==> src/rtl/vga_box_renderer.sv <==
`timescale 1ns/1ps
// vga_box_renderer: draws a bouncing coloured square behind the VGA
// timing generator and re-times sync so it stays aligned with colour.
module vga_box_renderer #(
   parameter int H_ACTIVE = 640,
   parameter int V_ACTIVE = 480,
   parameter int BOX_SIZE = 100,
   parameter int STEP     = 2,
   parameter int X_INIT   = 0,
   parameter int Y_INIT   = 0
) (
   input  logic       clk,
   input  logic       rst,
   input  logic       pix_en,
   input  logic [9:0] x_pos,
   input  logic [9:0] y_pos,
   input  logic       hsync_in,
   input  logic       vsync_in,
   input  logic       motion_en,
   output logic       vga_red,
   output logic       vga_green,
   output logic       vga_blue,
   output logic       vga_hsy,
   output logic       vga_vsy,
   output logic       bounce,
   output logic       corner_hit
);

   localparam logic [10:0] L_HA   = 11'(H_ACTIVE);
   localparam logic [10:0] L_VA   = 11'(V_ACTIVE);
   localparam logic [10:0] L_BOX  = 11'(BOX_SIZE);
   localparam logic [10:0] L_STEP = 11'(STEP);
   localparam logic [10:0] L_XMAX = 11'(H_ACTIVE - BOX_SIZE);
   localparam logic [10:0] L_YMAX = 11'(V_ACTIVE - BOX_SIZE);
   localparam logic [10:0] L_XI   = 11'(X_INIT);
   localparam logic [10:0] L_YI   = 11'(Y_INIT);
   localparam logic [2:0]  L_COL0 = 3'b100;

   // Box state; dir bit 1 = right (x) / down (y)
   logic [10:0] r_box_x;
   logic [10:0] r_box_y;
   logic        r_dir_x;
   logic        r_dir_y;
   logic [2:0]  r_col;

   // Output pipeline registers
   logic [2:0]  r_rgb;
   logic        r_hsy;
   logic        r_vsy;
   logic        r_bounce;
   logic        r_corner;

   logic [10:0] w_x;
   logic [10:0] w_y;
   logic        w_active;
   logic        w_in_box;
   logic [2:0]  w_pix;
   logic        w_tick;
   logic        w_move;
   logic [10:0] w_nx;
   logic [10:0] w_ny;
   logic        w_ndx;
   logic        w_ndy;
   logic        w_hx;
   logic        w_hy;
   logic [2:0]  w_ncol;

   // One axis of motion: clamp to the wall and turn around on a hit.
   // Returns {hit, dir, pos}.
   function automatic logic [12:0] axis_next(
      input logic [10:0] pos,
      input logic        dir,
      input logic [10:0] lim
   );
      logic [12:0] res;
      res = {1'b0, dir, pos};
      if (dir) begin
         if (pos + L_STEP >= lim) res = {1'b1, 1'b0, lim};
         else                     res = {1'b0, 1'b1, pos + L_STEP};
      end else begin
         if (pos <= L_STEP) res = {1'b1, 1'b1, 11'd0};
         else               res = {1'b0, 1'b0, pos - L_STEP};
      end
      return res;
   endfunction

   assign w_x = {1'b0, x_pos};
   assign w_y = {1'b0, y_pos};

   // Pixel colour decision for the current coordinate
   always_comb begin
      w_active = (w_x < L_HA) && (w_y < L_VA);
      w_in_box = (w_x >= r_box_x) && (w_x < r_box_x + L_BOX) &&
                 (w_y >= r_box_y) && (w_y < r_box_y + L_BOX);
      w_pix    = (w_active && w_in_box) ? r_col : 3'b000;
   end

   // Frame tick sits in blanking so the box never tears mid-frame
   always_comb begin
      w_tick = pix_en && (w_x == L_HA) && (w_y == L_VA);
      w_move = w_tick && motion_en;
   end

   // Next position, direction and wall hits for both axes
   always_comb begin
      {w_hx, w_ndx, w_nx} = axis_next(r_box_x, r_dir_x, L_XMAX);
      {w_hy, w_ndy, w_ny} = axis_next(r_box_y, r_dir_y, L_YMAX);
   end

   // Colour cycles 001..111, skipping black
   always_comb begin
      w_ncol = (r_col == 3'b111) ? 3'b001 : r_col + 3'd1;
   end

   // Render and sync pipeline, one pixel strobe deep
   always_ff @(posedge clk or posedge rst) begin
      if (rst) begin
         r_rgb <= 3'b000;
         r_hsy <= 1'b1;
         r_vsy <= 1'b1;
      end else if (pix_en) begin
         r_rgb <= w_pix;
         r_hsy <= hsync_in;
         r_vsy <= vsync_in;
      end
   end

   // Box motion and colour, updated only on an enabled frame tick
   always_ff @(posedge clk or posedge rst) begin
      if (rst) begin
         r_box_x <= L_XI;
         r_box_y <= L_YI;
         r_dir_x <= 1'b1;
         r_dir_y <= 1'b1;
         r_col   <= L_COL0;
      end else if (w_move) begin
         r_box_x <= w_nx;
         r_box_y <= w_ny;
         r_dir_x <= w_ndx;
         r_dir_y <= w_ndy;
         if (w_hx || w_hy) r_col <= w_ncol;
      end
   end

   // Single-clock event pulses; cleared every cycle without a hit
   always_ff @(posedge clk or posedge rst) begin
      if (rst) begin
         r_bounce <= 1'b0;
         r_corner <= 1'b0;
      end else begin
         r_bounce <= w_move && (w_hx || w_hy);
         r_corner <= w_move && w_hx && w_hy;
      end
   end

   assign vga_red    = r_rgb[2];
   assign vga_green  = r_rgb[1];
   assign vga_blue   = r_rgb[0];
   assign vga_hsy    = r_hsy;
   assign vga_vsy    = r_vsy;
   assign bounce     = r_bounce;
   assign corner_hit = r_corner;

endmodule

==> config.mk <==
export PLATFORM = sky130hd
export DESIGN_NAME = vga_box_renderer
export DESIGN_NICKNAME = d
export VERILOG_FILES = /design/src/rtl/vga_box_renderer.sv
export SDC_FILE = /design/constraint.sdc
export NUM_CORES = 1
export LEC_CHECK = 0
export CAP_MARGIN = 25
export CORE_MARGIN = 10
export CORE_UTILIZATION = 55
export DETAILED_ROUTE_END_ITERATION = 7
export PLACE_DENSITY_LB_ADDON = 0.08
export SLEW_MARGIN = 20
export SYNTH_ARGS = -nofsm -noshare
export SYNTH_HDL_FRONTEND = slang
export SYNTH_SLANG_ARGS = --single-unit
==> constraint.sdc <==
create_clock -name clk -period 2.5 [get_ports clk]
set_input_delay 0.375 -clock clk [delete_from_list [all_inputs] [get_ports clk]]
set_output_delay 0.375 -clock clk [all_outputs]
set_load 0.03 [all_outputs]
==> results.toml, run 1 <==
[status]
status = "completed"

[synth]
ys_ff_latch = 32
synth_area_mm2 = 0.00355
yosys.area.top_type = "dfrtp_1"
ys_seq_area_share_pct = 22.7
yosysUniqueCellTypes = 64
synth_edf_count = 0
yosys.area.top_type_share_pct = 19.0
yosys_warnings = 0
synthTopCellsByArea = "dfrtp_1, ha_1, xnor2_1"
synth_most_common_cell = "ha_1"
synth_fp_nets = 499
ys.flop_type = "dfrtp_1"
syn_area_per_cell_um2 = 8.36
synthCells = 425
synth_common_cells = "ha_1, nand2_1, inv_1"
synth-async-reset-ratio_pct = 100

[sta]
hold_violations = 0
worstMarginPinSlew_ns = 0.579
rsz0062_at_grt = "yes"
drv_slew = 0
finalCritPeriodShare_pct = 95.2
relSlewSlack_pct = 61.0
fin_crit_ns = 2.38
setup-violations-final = 0
fin_skew_ns = 0.0160
whs_ns = 0.472
fmax_mhz = 420

[setup_path]
arrival_ns = 2.55
path_delay_family = "compound AO/OA/AOI/OAI gates"
r2r_cells = 10
reg2reg_to = "r_rgb[2]"
cp.required_ns = 2.67
crit_type = "flip-flop to flip-flop"
critPathMaxStageDelay_ns = 0.42
rrSetupSlack_ns = 0.12
crit_fanout = 5
critPathLaunchType = "flip-flop"
cp.buffers_inverters = 0
path_cells = "ha_2 -> a21oi_2 -> xnor2_1 -> ha_1 -> nand4_1 -> a21oi_2 -> o211ai_1 -> a211o_1 -> nand4_1 -> o22ai_1"
rr_startpoint = "r_box_x[2]"
crit_slowest_cell = "dfrtp_1"
end_kind = "flip-flop"

[clock_tree]
cts_max_level = 2
cts_sinks = 32
root_buffer = "clkbuf_8"
cts_setup_buffers = 0
path_clk_slew_ns = 0.08
cts_buffers = 5
clock_latency_ns = 0.29
cts_tree = "done"
clockBufferDepth = 2

[grt]
grt_pass1_vias = 3491
grt.overflow.total = 0
track_usage_pct = 19.8
met2_usage_pct = 36.3
grt_pass1_wl_mm = 16.7
antenna_found_initial = 0
busiest_layer = "met2"
met1_usage_pct = 22.9
grt_max_degree = 33
use_met3_pct = 3.43

[layout]
antenna_cells = 0
nets = 564
area_growth_pct = 22.7
drive_gt1_share_pct = 18.9
stdcell_count = 568
final_area_mm2 = 0.00436
post-route-util_pct = 69.0

[power]
p_sw_share_pct = 26.1
p_int_uw = 804
p_clk_share_pct = 37.2
ir_worst_vdd_uv = 275
p_sw_uw = 285
cellLeakagePower_uw = 0.00187
seqPwrFrac_pct = 48.2
comb_power_share_pct = 14.5
p_per_area_mw_per_mm2 = 250

[placement]
numPortBuffers = 32
dpl.cell_count = 560
place_hpwl_mm = 7.85
globalplace.congestion = 0.938
postPlaceCellArea_mm2 = 0.00425

[routing]
vias = 3472
totalWireLength_mm = 9.78
drc_errors = 0
first_pass_iters = 5
vias_per_cell = 6.11
wl_per_cell_um = 17.2
drt_first_iter_violations = 217
ant_nets = 0

[hold_path]
hold_class = "primary input to async pin"

[floorplan]
die_w_um = 100
core-area_mm2 = 0.00631
row_count = 29
io_pins = 33
initial_core_util_pct = 56.3
dieHeight_um = 100
dieArea_mm2 = 0.0101

[run]
maxCapViolCount = 0
[routing by layer]
metal	vias to the layer above	wire, um
met3	22	481
met5	-	0
met2	112	5080
met1	1635	4000
li1	1703	-
met4	0	212
[layout make-up]
class	instances	area, um2
Clock inverter	3	18.8
Multi-Input combinational cell	335	2530
Clock buffer	5	68.8
Timing Repair Buffer	83	716
Sequential cell	32	808
Tap cell	77	96.3
Inverter	33	124
Fill cell	545	1950
[flip-flops by register name, summed over array words and instances (netlist names)]
signal and flops:
r_col 3, r_box_x 10, r_box_y 10, vga_hsy 1, bounce 1, corner_hit 1, r_dir_x 1, vga_vsy 1
r_rgb 3, r_dir_y 1
[how the worst max path moves through the flow]
stage	depth (start not counted)	start	slack (ns)	end
detailed placement	7	x_pos[2]	-0.08	r_box_x[4]
global route	10	r_box_x[2]	-0.04	r_rgb[0]
CTS	10	r_box_x[2]	0.05	r_rgb[0]
global placement	7	x_pos[2]	-0.06	r_col[1]
finish	10	r_box_x[2]	0.12	r_rgb[2]
floorplan	7	r_box_x[2]	0.22	r_col[1]
[power groups by stage]
stage | Clock [uW] | Sequential (uW) | Combinational [uW]
3_5_place_dp | 0 | 535 | 158
4_1_cts | 415 | 525 | 159
6_report | 405 | 525 | 158
3_3_place_gp | 0 | 535 | 153
5_1_grt | 442 | 526 | 177
2_1_floorplan | 0 | 543 | 55.3
[per-stage QoR]
| stage | TNS, ns | setup slack [ns] | power (uW) |
|---|---|---|---|
| final | 0 | 0.120 | 1090 |
| after global routing | -0.0548 | -0.0355 | 1140 |
| after CTS | 0 | 0.0474 | 1100 |
| after detailed placement | -0.541 | -0.0769 | 693 |
| after floorplan | 0 | 0.223 | 598 |
| after global placement | -0.334 | -0.0628 | 688 |
[layout by cell type (no fill, tap or decap), drive strengths merged, types with 5 or more instances in the layout]
master,synthesis,final
buf,17,51
ha,48,48
nand2,35,35
inv,33,33
clkdlybuf4s50,0,32
o21ai,28,28
nor2,28,28
dfrtp,27,27
xnor2,24,24
a21oi,24,24
nand3,18,18
nand4,14,14
nor4,9,9
o211ai,7,7
a22oi,6,6
a31oi,6,6
nor3,6,6
a211o,6,6
o22ai,6,6
and2,5,5
a21o,5,5
clkbuf,8,5
dfstp,5,5
[worst register-to-register path: cells and delay by family, from the launching register on]
family                     cells  cell delay [ns]
and+or+nand+nor                2             0.32
AOI/OAI and AO/OA              5             0.82
xor gates and xnor gates       1             0.09
adders and majority gates      2             0.59
DFF                            1             0.42
[kinds of logic (layout without fill, tap and decap cells)]
family,count (synthesis),count (layout),share of synthesized area [%]
xor gates and xnor gates,25,25,6.16
buffers and inverters,58,124,6.83
muxes,5,5,1.76
and+or+nand+nor,133,133,20.3
AOI/OAI and AO/OA,124,124,25.3
adders and majority gates,48,48,16.9
DFF,32,32,22.7
[what timing repair did]
action / CTS / global route
resized for setup: 0 / 7
hold buffers: 0 / 0
endpoints found under the setup margin: 0 / 7
Note: power is estimated with default switching activity, not from simulation.
==> run 2, diff against run 1 <==
CORE_MARGIN = 8   (was 10)
==> run 2 against run 1 <==
  * Setup slack got worse by 0.0023 ns
  * Critical path type unchanged
  * Sequential power about the same
  * Final area increased by 0.52%
  * Power increased by 1.4%
  * First-iteration DRC count decreased by 18%
  * Sequential share of layout area about the same
  * Largest cell class unchanged
==> results.toml, run 2 (synthesis results as in run 1) <==
[setup_path]
cp.required_ns = 2.68
crit_fanout = 6
arrival_ns = 2.56
end_kind = "flip-flop"
crit_type = "flip-flop to flip-flop"
critPathLaunchType = "flip-flop"

[routing]
totalWireLength_mm = 9.85
vias = 3546
drt_first_iter_violations = 178
vias_per_cell = 6.29
ant_nets = 0
drc_errors = 0
first_pass_iters = 5
wl_per_cell_um = 17.5

[clock_tree]
cts_sinks = 32
cts_setup_buffers = 0
cts_tree = "done"
ctsHoldBuffers = 0
clockBufferDepth = 2
cts_resized = 0
cts_buffers = 5
root_buffer = "clkbuf_8"
path_clk_slew_ns = 0.08
clock_latency_ns = 0.29
cts_max_level = 2

[power]
p_sw_share_pct = 24.8
p_sw_uw = 273
p_int_uw = 830
p_per_area_mw_per_mm2 = 252
ir_worst_vdd_uv = 372
comb_power_share_pct = 14.4
power_uw = 1100
cellLeakagePower_uw = 0.00187
p_clk_share_pct = 38.0
seqPwrFrac_pct = 47.6

[floorplan]
dieHeight_um = 96.4
dieArea_mm2 = 0.00929
die_w_um = 96.4
row_count = 29
io_pins = 33
initial_core_util_pct = 56.3
core-area_mm2 = 0.00631

[layout]
antenna_cells = 0
reg_top3 = "r_box_x (10), r_box_y (10)"
nets = 560
area_growth_pct = 23.3
drive_gt1_share_pct = 19.1
nFillCells = 498
layout_common_cells = "ha_1, buf_4, nand2_1, inv_1, clkdlybuf4s50_1"

[hold_path]
hold_class = "primary input to async pin"

[sta]
finalCritPeriodShare_pct = 95.3
relSlewSlack_pct = 61.6
fin_crit_ns = 2.38
fin_skew_ns = 0.0132
setup-violations-final = 0
fmax_mhz = 420
drv_slew = 0
worstMarginPinSlew_ns = 0.571
setup_ws_ns = 0.117
hold_violations = 0

[grt]
grt_pass1_vias = 3509
track_usage_pct = 22.3
grt_max_degree = 33
grt.overflow.total = 0
antenna_found_initial = 0
grt_pass1_wl_mm = 16.6

[status]
status = "completed"

[placement]
dp_slack_ns = -0.0843
globalplace.congestion = 0.923
numPortBuffers = 32
place_hpwl_mm = 7.75

[run]
maxCapViolCount = 0
==> run 2: final timing paths <==
| path | cells after the start | slack (ns) | from | end |
|---|---|---|---|---|
| max | 9 | 0.12 | r_box_x[2] | r_col[1] |
| min | 3 | 0.47 | rst | r_box_x[3] |
| max reg2reg | 9 | 0.12 | r_box_x[2] | r_col[1] |
| min reg2reg | 2 | 0.52 | r_col[2] | r_rgb[2] |
| max in group asynchronous | 3 | 1.69 | rst | vga_hsy |
| min in group clk | 2 | 0.52 | r_col[2] | r_rgb[2] |
==> run 2: metrics by stage <==
stage / area [um2] / cells / setup TNS [ns] / hold slack (ns) / util (%)
floorplan: 3550 / 425 / 0 / 0.483 / -
global placement: 4230 / 556 / -0.0482 / 0.505 / 67.0
detailed placement: 4230 / 556 / -0.727 / 0.515 / 67.0
CTS: 4320 / 564 / 0 / 0.482 / 68.5
global route: 4380 / 564 / -0.00322 / 0.543 / 69.4
finish: 4380 / 564 / 0 / 0.465 / 69.4
==> run 2: area by class of cell <==
class / instances / area, um2 / share of cell area [%]
clock buffers: 6 / 82.6 / 1.88
clock inverters: 2 / 10.0 / 0.228
inverters: 33 / 124 / 2.83
multi-input cells: 335 / 2560 / 58.4
flip-flops and latches: 32 / 811 / 18.5
well taps: 77 / 96.3 / 2.20
repair buffers: 79 / 698 / 15.9
==> run 2: worst max-delay path: stages, from the launching register on <==
cell and delay (ns):
dfrtp_2 0.44, buf_4 0.15, ha_1 0.19, buf_4 0.16
a311oi_1 0.25, a31oi_1 0.09, nor2_1 0.21, a32oi_4 0.19
a32oi_4 0.26, mux2_4 0.32
==> run 2: routing by layer <==
layer  vias up  global-route usage [%]  part of all wire, %
met4         0                    7.57                  3.0
met3        29                    3.48                  3.9
met1      1710                    25.3                   41
met5         -                       0                    0
li1       1699                       -                    -
met2       108                    41.3                   52
==> run 2: power by group through the flow <==
stage / sequential (uW) / combinational, uW / clock [uW]
after floorplan: 543 / 55.3 / 0
after global placement: 535 / 152 / 0
after detailed placement: 535 / 158 / 0
after CTS: 526 / 159 / 431
after global routing: 526 / 176 / 446
final: 526 / 159 / 419
